File: src/rtl/sync_fifo_cfg.sv
// Synchronous FIFO with arbitrary depth, occupancy count, runtime threshold,
// sticky overflow/underflow flags and optional first-word-fall-through read.
module sync_fifo_cfg #(
    parameter int DATA_WIDTH = 32,
    parameter int DEPTH      = 48,
    parameter int FWFT       = 0,
    parameter int CW         = $clog2(DEPTH + 1)
) (
    input  logic                  clk,
    input  logic                  resetn,
    input  logic                  wr,
    input  logic [DATA_WIDTH-1:0] data_in,
    input  logic                  rd,
    output logic [DATA_WIDTH-1:0] data_out,
    input  logic [CW-1:0]         thresh,
    input  logic                  clr_flags,
    output logic [CW-1:0]         count,
    output logic                  fifo_full,
    output logic                  fifo_empty,
    output logic                  fifo_threshold,
    output logic                  fifo_overflow,
    output logic                  fifo_underflow
);

    localparam int            AW       = (DEPTH > 1) ? $clog2(DEPTH) : 1;
    localparam logic [CW-1:0] FULL_LVL = CW'(DEPTH);
    localparam logic [AW-1:0] LAST_IDX = AW'(DEPTH - 1);

    logic [DATA_WIDTH-1:0] mem [DEPTH];

    logic [AW-1:0] wr_ptr_q, wr_ptr_d;
    logic [AW-1:0] rd_ptr_q, rd_ptr_d;
    logic [CW-1:0] count_q, count_d;
    logic          overflow_q, overflow_d;
    logic          underflow_q, underflow_d;
    logic          rd_ok, wr_ok;

    assign count          = count_q;
    assign fifo_full      = (count_q == FULL_LVL);
    assign fifo_empty     = (count_q == '0);
    assign fifo_threshold = (count_q >= thresh);
    assign fifo_overflow  = overflow_q;
    assign fifo_underflow = underflow_q;

    always_comb begin
        rd_ok       = rd & ~fifo_empty;
        // A full FIFO still takes a write when a read frees a slot this cycle.
        wr_ok       = wr & (~fifo_full | rd_ok);
        wr_ptr_d    = wr_ptr_q;
        rd_ptr_d    = rd_ptr_q;
        count_d     = count_q;
        overflow_d  = overflow_q;
        underflow_d = underflow_q;

        if (wr_ok) begin
            wr_ptr_d = (wr_ptr_q == LAST_IDX) ? '0 : wr_ptr_q + AW'(1);
        end
        if (rd_ok) begin
            rd_ptr_d = (rd_ptr_q == LAST_IDX) ? '0 : rd_ptr_q + AW'(1);
        end

        if (wr_ok && !rd_ok) begin
            count_d = count_q + CW'(1);
        end else if (rd_ok && !wr_ok) begin
            count_d = count_q - CW'(1);
        end

        // Set events are applied after the clear so they win a same-cycle tie.
        if (clr_flags) begin
            overflow_d  = 1'b0;
            underflow_d = 1'b0;
        end
        if (wr && !wr_ok) begin
            overflow_d = 1'b1;
        end
        if (rd && !rd_ok) begin
            underflow_d = 1'b1;
        end
    end

    always_ff @(posedge clk) begin
        if (!resetn) begin
            wr_ptr_q    <= '0;
            rd_ptr_q    <= '0;
            count_q     <= '0;
            overflow_q  <= 1'b0;
            underflow_q <= 1'b0;
        end else begin
            wr_ptr_q    <= wr_ptr_d;
            rd_ptr_q    <= rd_ptr_d;
            count_q     <= count_d;
            overflow_q  <= overflow_d;
            underflow_q <= underflow_d;
        end
    end

    // Storage is never reset; only the write port is gated off during reset.
    always_ff @(posedge clk) begin
        if (resetn && wr_ok) begin
            mem[wr_ptr_q] <= data_in;
        end
    end

    generate
        if (FWFT != 0) begin : g_fwft
            assign data_out = fifo_empty ? '0 : mem[rd_ptr_q];
        end else begin : g_reg_read
            logic [DATA_WIDTH-1:0] dout_q;

            always_ff @(posedge clk) begin
                if (!resetn) begin
                    dout_q <= '0;
                end else if (rd_ok) begin
                    dout_q <= mem[rd_ptr_q];
                end
            end

            assign data_out = dout_q;
        end
    endgenerate

endmodule

File: config.mk
export PLATFORM = sky130hd
export DESIGN_NAME = sync_fifo_cfg
export DESIGN_NICKNAME = d
export VERILOG_FILES = /design/src/rtl/sync_fifo_cfg.sv
export SDC_FILE = /design/constraint.sdc
export NUM_CORES = 2
export LEC_CHECK = 0
export BUFFER_PORTS_ARGS = -buffer_cell sky130_fd_sc_hd__buf_2
export CAP_MARGIN = 15
export CORE_UTILIZATION = 65
export DETAILED_ROUTE_END_ITERATION = 8
export GPL_ROUTABILITY_DRIVEN = 0
export PLACE_DENSITY = 0.88
export SETUP_SLACK_MARGIN = 0.5
export SYNTH_ARGS = -nofsm -noshare
export SYNTH_HDL_FRONTEND = slang
export SYNTH_SLANG_ARGS = --single-unit
File: constraint.sdc
create_clock -name clk -period 8.85 [get_ports clk]
set_clock_uncertainty 0.05 [all_clocks]
set_input_delay 1.3275 -clock clk [delete_from_list [all_inputs] [get_ports clk]]
set_output_delay 1.3275 -clock clk [all_outputs]
set_load 0.01 [all_outputs]
=== Word level (Yosys, flattened, before mapping) ===
Memory sizes are Yosys's and may differ from the RTL's. A register that Yosys moved wholly into a read port is not among the register bits.
Cells that the tools add are included.

* Flip-flop bits (word level): 20
* Bits in writable memories: 1,536
* Input port bits: 43
* Logic and storage cells: 40
* Memories: 1

* $add $sub $neg: 4
* Order comparisons: 1
* Eq/ne operators: 3
* Muxes and demuxes: 9
* Bitwise operators: 5
* Reduce and logical (&&, ||, !) cells: 12

{| class="wikitable"
|+ Memories
! memory !! depth !! width !! read ports !! clocked after memory_dff !! write ports !! RTL line !! source
|-
| mem || 48 || 32 || 1 || 1 || 1 || 29 || <nowiki>logic [DATA_WIDTH-1:0] mem [DEPTH];</nowiki>
|}

{| class="wikitable"
|+ Operators by type and width
! cell !! count
|-
| two-way mux 6 bit || 4
|-
| adder 6 x 1 -> 6 bit, second input constant || 3
|-
| equality test 6 bit, second input constant || 3
|-
| >= comparator 6 bit || 1
|-
| logical NOT 6 bit || 1
|-
| nonzero test 2 bit || 3
|-
| subtractor 6 x 1 -> 6 bit, second input constant || 1
|-
| logical AND 1 bit || 5
|-
| two-way mux 1 bit || 5
|-
| logical NOT 1 bit || 3
|-
| bitwise AND 1 bit || 2
|-
| inverter 1 bit || 2
|-
| bitwise OR 1 bit || 1
|}

=== Logic depth before layout (Yosys ltp) ===
* Depth after elaboration: 9
* Gate-level depth with buffers: 13
* Depth with buffers taken out: 13

=== Worst setup path before layout ===
No wires, ideal clock.

* Path type: input -> register
* From: input port rd
* To: memory mem[11][0], enable pin
* Library setup time: 0.421 ns
* Data arrival time: 3.303 ns
* Required time: 8.379 ns
* Slack: 5.076 ns
* Cell stages on the path: 5
* Buffers on the path: 0
* Cells stage by stage: nor3_1 > nand2b_1 > nor2_1 > nand3_1 > nor2_1

* Cells in the longest elaborated chain, start to end: 6

{| class="wikitable"
|+ Ends and longest elaborated chain
! item !! RTL line !! source
|-
| start: declaration || 13 || <nowiki>input logic rd,</nowiki>
|-
| bitwise AND 1 bit || 46 || <nowiki>rd_ok = rd & ~fifo_empty;</nowiki>
|-
| bitwise OR 1 bit || 48 || <nowiki>wr_ok = wr & (~fifo_full | rd_ok);</nowiki>
|-
| bitwise AND 1 bit || 48 ||
|-
| logical AND 1 bit || 99 || <nowiki>if (resetn && wr_ok) begin</nowiki>
|-
| two-way mux 1 bit || 99 ||
|-
| two-way mux 1 bit (not written as such) || 100 || <nowiki>mem[wr_ptr_q] <= data_in;</nowiki>
|-
| end: declaration || 29 ||
|}

No other way between the ends.

==> results.cfg <==
[power_and_ir_drop]
intPower_mw = 13.0
p_comb_share_pct = 14.9
p_leak_nw = 20.4
power_density_nw_per_um2 = 260
clkPwrFrac_pct = 36.7
power_frac_seq_pct = 48.4
p_switching_mw = 4.48
ir_drop_mv = 0.198
switching_share_pct = 25.6

[worst_setup_path]
crit_required_ns = 9.44
rrSetupSlack_ns = 4.51
r2r_start = rd_ptr_q[1]
startpoint_type = flop
crit_start = rd_ptr_q[1]
cp.arrival_ns = 4.93
end_kind = flop
critPathSlowestCell = buf_4
slowest_delay_ns = 0.73
critical_path_class = flop to flop
path_max_fanout = 160
crit_chain = buf_4 > buf_12 > mux4_2 > a22oi_1 > a21oi_1 > a221o_1

[sta]
rsz0062_at_grt = no
worst_slack_ns = 4.51
hold_viol = 0
layout_min_cycle_time_ns = 4.34
timing.final.crit_share_pct = 49.1
worst-slew-pin-transition_ns = 1.36
finalSetupViolCount = 0
drv_slew = 0
whs_ns = 0.534
relSlewSlack_pct = 9.02
fin_setup_tns_ns = 0
fmax_ghz = 0.230

[logic_synthesis]
avgSynthCellArea_um2 = 21.9
synth.distinct_cells = 49
ys_seq_area_share_pct = 78.1
synth_top_family_by_area = multiplexers
yosys.area_share.simple_pct = 1.15
synth_top_area_share_pct = 76.3
synth_warnings = 0
synth_compound_area_share_pct = 4.78
ys_ff_latch = 1588
async_flop_share_pct = 0
yosysTopAreaCell = edfxtp_1
syn-num-nets = 2810
synth_xor_area_share_pct = 0.159
synthAdderAreaFrac_pct = 0.302
synthTopCellsByArea = edfxtp_1, mux4_2, mux2i_1, dfxtp_1, a22oi_1
synth_edf_count = 1536
yosys-top-cells-count = edfxtp_1, mux4_2, mux2i_1
synth.area.mux_share_pct = 14.1
synth.most_common_cell = edfxtp_1
synth_cells = 2753
netlist_area_um2 = 60400
synth-main-ff-cell = edfxtp_1

[cells_and_area]
final_layout_size_suffix_gt1_share_pct = 24.8
stdcell_area_um2 = 67300
area_delta_synth_final_pct = 11.4
fin_nets = 2930

[routing]
via_per_inst = 7.59
vias = 32200
drt-pass1-iter-count = 9
wl_per_cell_um = 40.8
route.detailed.drc = 0
wl_met3_mm = 25.6
met1Wirelength_mm = 52.8
drt_iter0_markers = 6657
routed_wl_mm = 173
topRoutingLayerUsed = met5
antenna_left = 0
wl_met2_mm = 81.3

[place]
placed_cell_area_um2 = 62300
port_buffers = 85
dp_slack_ns = 4.28
dpl.hpwl_mm = 88.9

[clocking]
holdBufCountCts = 0
htreeDepth = 4
cts_tree = yes
clock_latency_ns = 0.75
cts_inserted_buffers = 148
cts_buffer_depth = 3
cts_resized = 0
post_cts_buffers = 0
clkTransAtPathRegs_ns = 0.07
cts.sinks = 1588
root_buffer = clkbuf_16

[global_routing]
grt_pass1_wl_mm = 241
first_global_vias = 31700
grt_usage_pct = 37.6
grt_max_degree = 161
overflow = 0
grt_antenna_before_repair = 11

[job]
drv_cap = 0

[run_status]
status = finished clean

[hold_path]
hold_start = data_out[3]
worst_hold_path_type = flop to flop

[floorplan]
die-area_um2 = 94200
pin_count = 86
die_h_um = 307
start_util_pct = 65.8
fp.dieW_um = 307
core_area_um2 = 91800
fp-row-count = 111
## worst max-delay path: cells and delay by family, from the launching register on
family / cells / cell delay (ns)
AO/OA/AOI/OAI: 3 / 1.54
buffers and inverters: 2 / 1.31
multiplexers: 1 / 0.48
flip-flops: 1 / 0.38
## power by group through the flow
stage | Combinational [mW] | Clock (mW) | Sequential (mW)
CTS | 2.53 | 6.40 | 8.46
floorplan | 1.73 | 0 | 8.54
finish | 2.60 | 6.43 | 8.47
global route | 2.65 | 6.66 | 8.47
global placement | 2.37 | 0 | 8.60
detailed placement | 2.44 | 0 | 8.61
## through the flow
step	total power [mW]	util, %	std cells
2_1_floorplan	10.3	-	2753
3_3_place_gp	11.0	67.8	3958
3_5_place_dp	11.1	67.8	3958
4_1_cts	17.4	73.1	4235
5_1_grt	17.8	73.3	4243
6_report	17.5	73.3	4246
## final cells by class
cell class                      count  area [um2]
Multi-Input combinational cell    994       12800
Tap cell                         1243        1560
Timing Repair Buffer              128         911
Antenna cell                        3        7.51
Fill cell                        4593       24500
Clock buffer                      198        4040
Sequential cell                  1588       47200
Inverter                           13        48.8
Clock inverter                     79         791
## path summary, 6_finish.rpt
path                  end  depth (start not counted)
min reg2reg   data_out[3]                          1
min           data_out[3]                          1
max          data_out[31]                          6
max reg2reg  data_out[31]                          6
## logic make-up (layout without fill, tap and decap cells)
family                   count (synthesis)  in the layout
adder cells (fa/ha/maj)                 14             14
multiplexers                           449            449
AND/OR/NAND/NOR                        142            142
other                                    0              3
buffers and inverters                  171            418
AO/OA/AOI/OAI                          378            378
XOR/XNOR                                11             11
flip-flops                            1588           1588
## placed cells by master, fill, tap and decap left out, types with 23 or more instances in the layout
| cell type | instances |
|---|---|
| a211oi_2 | 26 |
| a21oi_1 | 99 |
| a221o_1 | 32 |
| a22o_1 | 32 |
| a22oi_1 | 96 |
| buf_2 | 85 |
| buf_4 | 30 |
| clkbuf_1 | 42 |
| clkbuf_16 | 154 |
| clkinv_1 | 26 |
| clkinv_2 | 26 |
| dfxtp_1 | 49 |
| edfxtp_1 | 1536 |
| mux2i_1 | 129 |
| mux4_2 | 320 |
| nand2_1 | 23 |
| nor2_4 | 49 |
| o221ai_1 | 58 |
## flip-flops by register name (all words and copies together), names as in the netlist
signal,flops
fifo_overflow,1
mem,1536
rd_ptr_q,6
fifo_underflow,1
wr_ptr_q,6
data_out,32
count,6
## layer usage
metal,track usage [%],up-vias
met5,0,-
li1,-,11900
met4,23.1,8
met1,47.4,16200
met2,58.4,3378
met3,10.8,732
Note: power is estimated with default switching activity, not from simulation.
